**src/rtl/setup_menu_param.sv**
```systemverilog
// Keypad-driven setup menu: loads the lock configuration, lets the user edit it item by item,
// then either commits the working copy to the *_new outputs or cancels the session.
module setup_menu_param #(
  parameter int unsigned N_PINS     = 4,
  parameter int unsigned PIN_DIGITS = 4,
  parameter int unsigned TIME_W     = 7,
  parameter int unsigned TIME_MIN   = 5,
  parameter int unsigned TIME_MAX   = 60
) (
  input  logic                           clk,
  input  logic                           rst,
  input  logic                           key_valid,
  input  logic [3:0]                     key_code,
  input  logic                           setup_on,
  output logic                           setup_end,
  output logic                           setup_saved,
  output logic [23:0]                    bcd_out,
  output logic                           bcd_enable,
  input  logic                           bip_status_old,
  output logic                           bip_status_new,
  input  logic [TIME_W-1:0]              bip_time_old,
  output logic [TIME_W-1:0]              bip_time_new,
  input  logic [TIME_W-1:0]              lock_time_old,
  output logic [TIME_W-1:0]              lock_time_new,
  input  logic [N_PINS-1:0]              pin_status_old,
  output logic [N_PINS-1:0]              pin_status_new,
  input  logic [N_PINS*PIN_DIGITS*4-1:0] pin_digits_old,
  output logic [N_PINS*PIN_DIGITS*4-1:0] pin_digits_new
);
  localparam int unsigned PW       = PIN_DIGITS * 4;
  localparam int unsigned DW       = N_PINS * PW;
  localparam logic [4:0]  LastItem = 5'(2 * N_PINS + 2);
  localparam logic [7:0]  TimeMin  = 8'(TIME_MIN);
  localparam logic [7:0]  TimeMax  = 8'(TIME_MAX);

  typedef enum logic [2:0] {StIdle, StLoad, StEdit, StCommit, StCancel, StWaitOff} state_e;
  typedef enum logic [1:0] {ItBipEn, ItTime, ItPinEn, ItPinDig} item_e;

  function automatic item_e item_kind(input logic [4:0] it);
    if (it == 5'd1) return ItBipEn;
    if (it <= 5'd3) return ItTime;
    return it[0] ? ItPinEn : ItPinDig;
  endfunction

  // Items 4/5/6/7... map to PIN indices 0/1/1/2...
  function automatic int unsigned item_idx(input logic [4:0] it);
    return (32'(it) - 32'd3) >> 1;
  endfunction

  function automatic logic [7:0] to_bcd2(input logic [TIME_W-1:0] v);
    logic [7:0] v8;
    v8 = 8'(v);
    return {4'((v8 / 8'd10) % 8'd10), 4'(v8 % 8'd10)};
  endfunction

  state_e              state_q, state_d;
  item_e               kind_q, kind_d;
  int unsigned         idx_q, idx_d;
  logic [4:0]          item_q, item_d;
  logic                bip_en_q, bip_en_d;
  logic [TIME_W-1:0]   bip_time_q, bip_time_d, lock_time_q, lock_time_d;
  logic [N_PINS-1:0]   pin_en_q, pin_en_d;
  logic [DW-1:0]       pin_q, pin_d;
  logic [3:0]          tens_q, tens_d, units_q, units_d;
  logic [23:0]         bcd_d;
  logic                bcd_en_d, end_d, saved_d;
  logic [7:0]          time_raw, time_clamped;
  logic [PW-1:0]       pin_sel;
  logic                pin_bit;
  logic [15:0]         value;

  always_comb begin
    state_d     = state_q;
    item_d      = item_q;
    bip_en_d    = bip_en_q;
    bip_time_d  = bip_time_q;
    lock_time_d = lock_time_q;
    pin_en_d    = pin_en_q;
    pin_d       = pin_q;
    tens_d      = tens_q;
    units_d     = units_q;
    end_d       = setup_end;
    saved_d     = setup_saved;
    kind_q      = item_kind(item_q);
    idx_q       = item_idx(item_q);
    time_raw    = 8'(units_q) * 8'd10 + 8'(key_code);
    if (time_raw < TimeMin)      time_clamped = TimeMin;
    else if (time_raw > TimeMax) time_clamped = TimeMax;
    else                         time_clamped = time_raw;

    unique case (state_q)
      StIdle, StLoad: begin
        // Tracking the old config while idle makes the first displayed frame already valid.
        item_d      = 5'd1;
        bip_en_d    = bip_status_old;
        bip_time_d  = bip_time_old;
        lock_time_d = lock_time_old;
        pin_en_d    = pin_status_old;
        pin_en_d[0] = 1'b1;
        pin_d       = pin_digits_old;
        if (state_q == StIdle) begin
          if (setup_on) state_d = StLoad;
        end else begin
          state_d = setup_on ? StEdit : StIdle;
        end
      end
      StEdit: begin
        if (!setup_on) begin
          state_d = StIdle;
        end else if (key_valid) begin
          if (key_code == 4'hE) begin
            state_d = StCancel;
          end else if (key_code == 4'hF) begin
            if (item_q == LastItem) begin
              state_d = StCommit;
            end else begin
              item_d = item_q + 5'd1;
              {tens_d, units_d} = to_bcd2((item_q == 5'd1) ? bip_time_q : lock_time_q);
            end
          end else if (key_code <= 4'd9) begin
            unique case (kind_q)
              ItBipEn: if (key_code <= 4'd1) bip_en_d = key_code[0];
              ItTime: begin
                tens_d  = units_q;
                units_d = key_code;
                if (item_q == 5'd2) bip_time_d = TIME_W'(time_clamped);
                else                lock_time_d = TIME_W'(time_clamped);
              end
              ItPinEn: begin
                for (int unsigned k = 0; k < N_PINS; k++) begin
                  if (k == idx_q && key_code <= 4'd1) pin_en_d[k] = key_code[0];
                end
              end
              ItPinDig: begin
                for (int unsigned k = 0; k < N_PINS; k++) begin
                  if (k == idx_q) pin_d[k*PW +: PW] = PW'({pin_q[k*PW +: PW], key_code});
                end
              end
              default: ;
            endcase
          end
        end
      end
      StCommit, StCancel: state_d = StWaitOff;
      StWaitOff: if (!setup_on) state_d = StIdle;
      default: state_d = StIdle;
    endcase

    if (state_d == StCommit) begin
      end_d   = 1'b0;
      saved_d = 1'b1;
    end else if (state_d == StCancel) begin
      end_d   = 1'b0;
      saved_d = 1'b0;
    end else if (state_d == StIdle) begin
      end_d = 1'b1;
    end
  end

  // Display frame is built from next-state values so bcd_out lands one cycle after the key.
  always_comb begin
    kind_d  = item_kind(item_d);
    idx_d   = item_idx(item_d);
    pin_sel = '0;
    pin_bit = 1'b0;
    for (int unsigned k = 0; k < N_PINS; k++) begin
      if (k == idx_d) begin
        pin_sel = pin_d[k*PW +: PW];
        pin_bit = pin_en_d[k];
      end
    end
    value = 16'hFFFF;
    unique case (kind_d)
      ItBipEn:  value[3:0] = {3'b000, bip_en_d};
      ItPinEn:  value[3:0] = {3'b000, pin_bit};
      ItTime:   value[7:0] = {tens_d, units_d};
      ItPinDig: begin
        for (int unsigned j = 0; j < PIN_DIGITS; j++) value[j*4 +: 4] = pin_sel[j*4 +: 4];
      end
      default: ;
    endcase
    bcd_en_d = (state_d == StLoad) || (state_d == StEdit);
    bcd_d    = 24'hFFFFFF;
    if (bcd_en_d) begin
      bcd_d = {(item_d >= 5'd10) ? 4'd1 : 4'd0,
               (item_d >= 5'd10) ? 4'(item_d - 5'd10) : item_d[3:0], value};
    end
  end

  always_ff @(posedge clk or posedge rst) begin
    if (rst) begin
      state_q        <= StIdle;
      item_q         <= 5'd1;
      bip_en_q       <= 1'b0;
      bip_time_q     <= '0;
      lock_time_q    <= '0;
      pin_en_q       <= '0;
      pin_q          <= '0;
      tens_q         <= '0;
      units_q        <= '0;
      bcd_out        <= 24'hFFFFFF;
      bcd_enable     <= 1'b0;
      setup_end      <= 1'b1;
      setup_saved    <= 1'b0;
      bip_status_new <= 1'b0;
      bip_time_new   <= '0;
      lock_time_new  <= '0;
      pin_status_new <= '0;
      pin_digits_new <= '0;
    end else begin
      state_q     <= state_d;
      item_q      <= item_d;
      bip_en_q    <= bip_en_d;
      bip_time_q  <= bip_time_d;
      lock_time_q <= lock_time_d;
      pin_en_q    <= pin_en_d;
      pin_q       <= pin_d;
      tens_q      <= tens_d;
      units_q     <= units_d;
      bcd_out     <= bcd_d;
      bcd_enable  <= bcd_en_d;
      setup_end   <= end_d;
      setup_saved <= saved_d;
      if (state_d == StCommit) begin
        bip_status_new <= bip_en_q;
        bip_time_new   <= bip_time_q;
        lock_time_new  <= lock_time_q;
        pin_status_new <= pin_en_q;
        pin_digits_new <= pin_q;
      end
    end
  end

endmodule

```
**config.mk**
```make
export PLATFORM = sky130hd
export DESIGN_NAME = setup_menu_param
export DESIGN_NICKNAME = d
export VERILOG_FILES = /design/src/rtl/setup_menu_param.sv
export SDC_FILE = /design/constraint.sdc
export NUM_CORES = 1
export LEC_CHECK = 0
export CAP_MARGIN = 30
export CORE_ASPECT_RATIO = 1.5
export CORE_UTILIZATION = 48
export DETAILED_ROUTE_END_ITERATION = 10
export PLACE_DENSITY = 0.77
export RECOVER_POWER = 50
export SETUP_SLACK_MARGIN = 0.5
export SYNTH_ARGS = -nofsm -noshare
export SYNTH_HDL_FRONTEND = slang
export SYNTH_SLANG_ARGS = --single-unit
```
**constraint.sdc**
```tcl
create_clock -name clk -period 6.63 [get_ports clk]
set_clock_uncertainty 0.15 [all_clocks]
set_input_delay 1.326 -clock clk [delete_from_list [all_inputs] [get_ports clk]]
set_output_delay 1.326 -clock clk [all_outputs]
set_load 0.005 [all_outputs]
```
==> metrics.md <==
| Metric | Value |
|---|---|
| Clock period minus worst slack | around 5.4 ns |
| Hold Violations, Final | 0 |
| Synthesized flop and latch total | between 200 and 250 |
| Hpwl dp | about 24000 µm |
| Setup violators final | 0 |
| Required time worst endpoint | 6.93 ns |
| Synth cell types | 92 |
| Clock Tree Buf Depth | 3 |
| Top_reg_cell synth | dfrtp_1 |
| Vias per inst | 6.20 |
| # hold bufs at CTS | 0 |
| Clk pin slew, worst setup/hold paths | 0.07 ns |
| Row cnt | 66 |
| Clk_lat worst skew | ~0.51 ns |
| First-pass GRT wire length | about 52000 µm |
| Fmax | 187 MHz |
| Fillcell total | 1809 |
| Max_cap viols | 1 |
| CTS Sinks | approximately 210 |
| Seq/Total Area, Yosys | 0.484 |
| Post-Route WL | around 33000 µm |
| Static Leak | roughly 0.006 µW |
| DR WL/cell | about 22 µm |
| Post-CTS Setup Bufs | 0 |
| Tightest Pin Transition | 2.64 ns |
| Starting Density | 0.493 |
| PostCTS Resize Cnt | 0 |
| GR Overflow Total | 0 |
| End-of-flow core utilization | 0.630 |
| Pwr/cell area | 441 nW/µm² |
| N_diodes | 0 |
| Pins Over Slew Limit | 48 |
| Relative slew margins | -0.761 |
| CP Capture Type | flop |
| Io pins | between 200 and 250 |
| Largest net degree at the start of global routing | between 150 and 200 |
| Setup TNS | 0 ns |
| Initial detailed-routing violation count | 960 |
| CTS tree | yes |
| Layout area overhead | 27.8% |
| Max VDD drop | between 200 and 300 µV |
| Min-Delay Path Class | reg2reg |
| Crit share post-route | 0.808 |
| Tot GR Track Use | 0.285 |
| Vias after detailed routing | 9374 |
| Port Buffers | ~200 |
| Kind of critical path | in2reg |
| DRC viols | 0 |
| Post-synth EDFFs | 0 |
| Worst EP arrival | approximately 5.7 ns |
| Worst-path fanout max | 16 |
| Die Span X | about 120 µm |
| Flop2flop setup slack | 1.87 ns |
| First-pass detailed-route iteration total | 9 |
| Initial antenna violation count | 0 |
| CTS Buf Count | 22 |
| Antenna-violating nets left | 0 |
| Synth warn | 0 |
| Startpoint types | primary input |
| Share of post-route cells with drive strength above 1 | 0.164 |
| Status | finished with violations |
| Core Region | between 20000 and 25000 µm² |
| Syn_nets | 1157 |
| Avg Inst Size Synth | slightly above 10 µm² |
| CTS root buf | clkbuf_16 |
| Post-Synthesis Cells | 1047 |
| Vias in the first global route | around 9500 |
| Asr flop ratio synth | 1.00 |
| Failing checks | capacitance limit, slew limit |
| H-tree levels | 1 |
| Die span in y | 185 µm |
| Die ar. | about 23000 µm² |
| Final RePlAce weighted congestion | between 0.9 and 1 |
| Area of the mapped netlist | 10800 µm² |
| RSZ-0062 raised after global routing | false |
| # nets final | around 1300 |
==> state kept, by name, indices dropped and copies added, names as in the netlist, 5 cells and up <==
register and flops:
lock_time_new 7, bip_time_new 7, item_q 5, lock_time_q 7
bip_time_q 7, pin_q 64, bcd_out 22, pin_digits_new 64
==> through the flow <==
stage               worst slack (ns)  std cells  area (µm²)  power, µW  hold slack, ns
global placement               0.991       1473       13000       4810           0.318
floorplan                       2.11       1047       10800       3700           0.300
finish                          1.27       1513       13700       6060           0.334
global route                   0.988       1513       13700       6420           0.352
detailed placement             0.924       1474       13000       4900           0.322
CTS                             1.41       1513       13700       6170           0.333
==> cell families (layout without fill, tap and decap cells) <==
group,after synthesis,count (layout),synth area share
and+or+nand+nor,331,331,0.154
AOI/OAI and AO/OA,261,261,0.181
DFF,207,207,0.484
buffers and inverters,122,316,0.0477
muxes,97,97,0.101
adders and majority gates,19,19,0.0235
xor gates and xnor gates,10,10,0.00814
==> final timing paths <==
kind                                          startpoint  cells after the start                       endpoint
setup / recovery                             key_code[2]                     12           bcd_out[5]$_DFF_PP1_
hold / removal             pin_status_new[0]$_DFFE_PP0P_                      2  pin_status_new[0]$_DFFE_PP0P_
setup reg to reg                     item_q[0]$_DFF_PP1_                     17           bcd_out[2]$_DFF_PP1_
hold reg to reg            pin_status_new[0]$_DFFE_PP0P_                      2  pin_status_new[0]$_DFFE_PP0P_
max in group asynchronous                            rst                      4           units_q[3]$_DFF_PP0_
min in group asynchronous                            rst                      3  pin_digits_new[9]$_DFFE_PP0P_
==> critical path, cell delays in order <==
cell and delay [ns]:
dlygate4sd3_1 0.89, nand4_1 0.45, or4_4 0.71, o32ai_1 0.33
ha_1 0.30, inv_1 0.10, nor4_1 0.44, a211o_1 0.53
and2_1 0.23, nor4_1 0.05, a21oi_1 0.14, o211a_1 0.16
==> synth_stat cells (4+ instances only) <==
cell type / count / area (µm²)
and3_1: 6 / 37.5
mux2_2: 87 / 980
nor3_1: 26 / 130
buf_2: 12 / 60.1
buf_1: 5 / 18.8
nor3b_1: 4 / 30.0
dfstp_2: 24 / 631
inv_1: 53 / 199
nand3_1: 27 / 135
o21ai_0: 42 / 210
buf_4: 4 / 30.0
a222oi_1: 33 / 330
dfrtp_1: 183 / 4580
nor2b_1: 17 / 106
o21ai_1: 8 / 40.0
nor4_1: 10 / 62.6
a211oi_1: 8 / 60.1
a32oi_1: 10 / 87.6
o21a_1: 4 / 30.0
nor2_1: 44 / 165
o211ai_1: 23 / 173
o31ai_1: 11 / 82.6
or3_1: 5 / 31.3
clkbuf_1: 42 / 158
nand2b_1: 8 / 50.1
nand3b_1: 9 / 67.6
mux2i_1: 9 / 90.1
a22oi_1: 30 / 225
a21o_1: 4 / 30.0
a21oi_1: 33 / 165
xnor2_1: 8 / 70.1
a221oi_1: 5 / 43.8
nand2_1: 145 / 544
nand4_1: 4 / 25.0
ha_1: 17 / 213
==> layer usage <==
layer  global-route usage  up-vias  wire [µm]
met5                    0        -          0
met4                0.165        0       1970
met3               0.0350      111       1890
met2                0.532      414      17500
met1                0.309     4625      11600
li1                     -     4224          -
==> area by class of cell <==
type                    count  area (µm²)  share of cell area
clock buffers              33         673              0.0490
repair buffers            220        2160               0.157
clock inverters             6        73.8             0.00537
well taps                 272         340              0.0248
multi-input cells         718        5060               0.368
inverters                  57         228              0.0166
flip-flops and latches    207        5210               0.379
==> report_power, final <==
part / internal (µW) / switching (µW)
sequential: 1810 / 450
combinational: 1210 / 1330
clock: 744 / 512
==> layout by cell type (no fill, tap or decap), drive strengths merged, types with 7 or more instances in the layout <==
cell / synthesis / routed
a21oi: 34 / 34
nand2: 147 / 147
and3: 7 / 7
nand2b: 8 / 8
a222oi: 33 / 33
a32oi: 10 / 10
dfrtp: 183 / 183
nor2b: 18 / 18
nor3: 26 / 26
ha: 17 / 17
o31ai: 12 / 12
a211oi: 9 / 9
a22oi: 31 / 31
o21ai: 51 / 51
dfstp: 24 / 24
clkdlybuf4s50: 0 / 94
nor2: 44 / 44
mux2: 88 / 88
clkbuf: 42 / 34
buf: 23 / 20
nand3b: 9 / 9
mux2i: 9 / 9
dlygate4sd3: 0 / 105
clkinv: 2 / 7
nor4: 12 / 12
inv: 55 / 54
nand3: 27 / 27
o211ai: 24 / 24
xnor2: 8 / 8
Power figures use the tool's default switching activity.
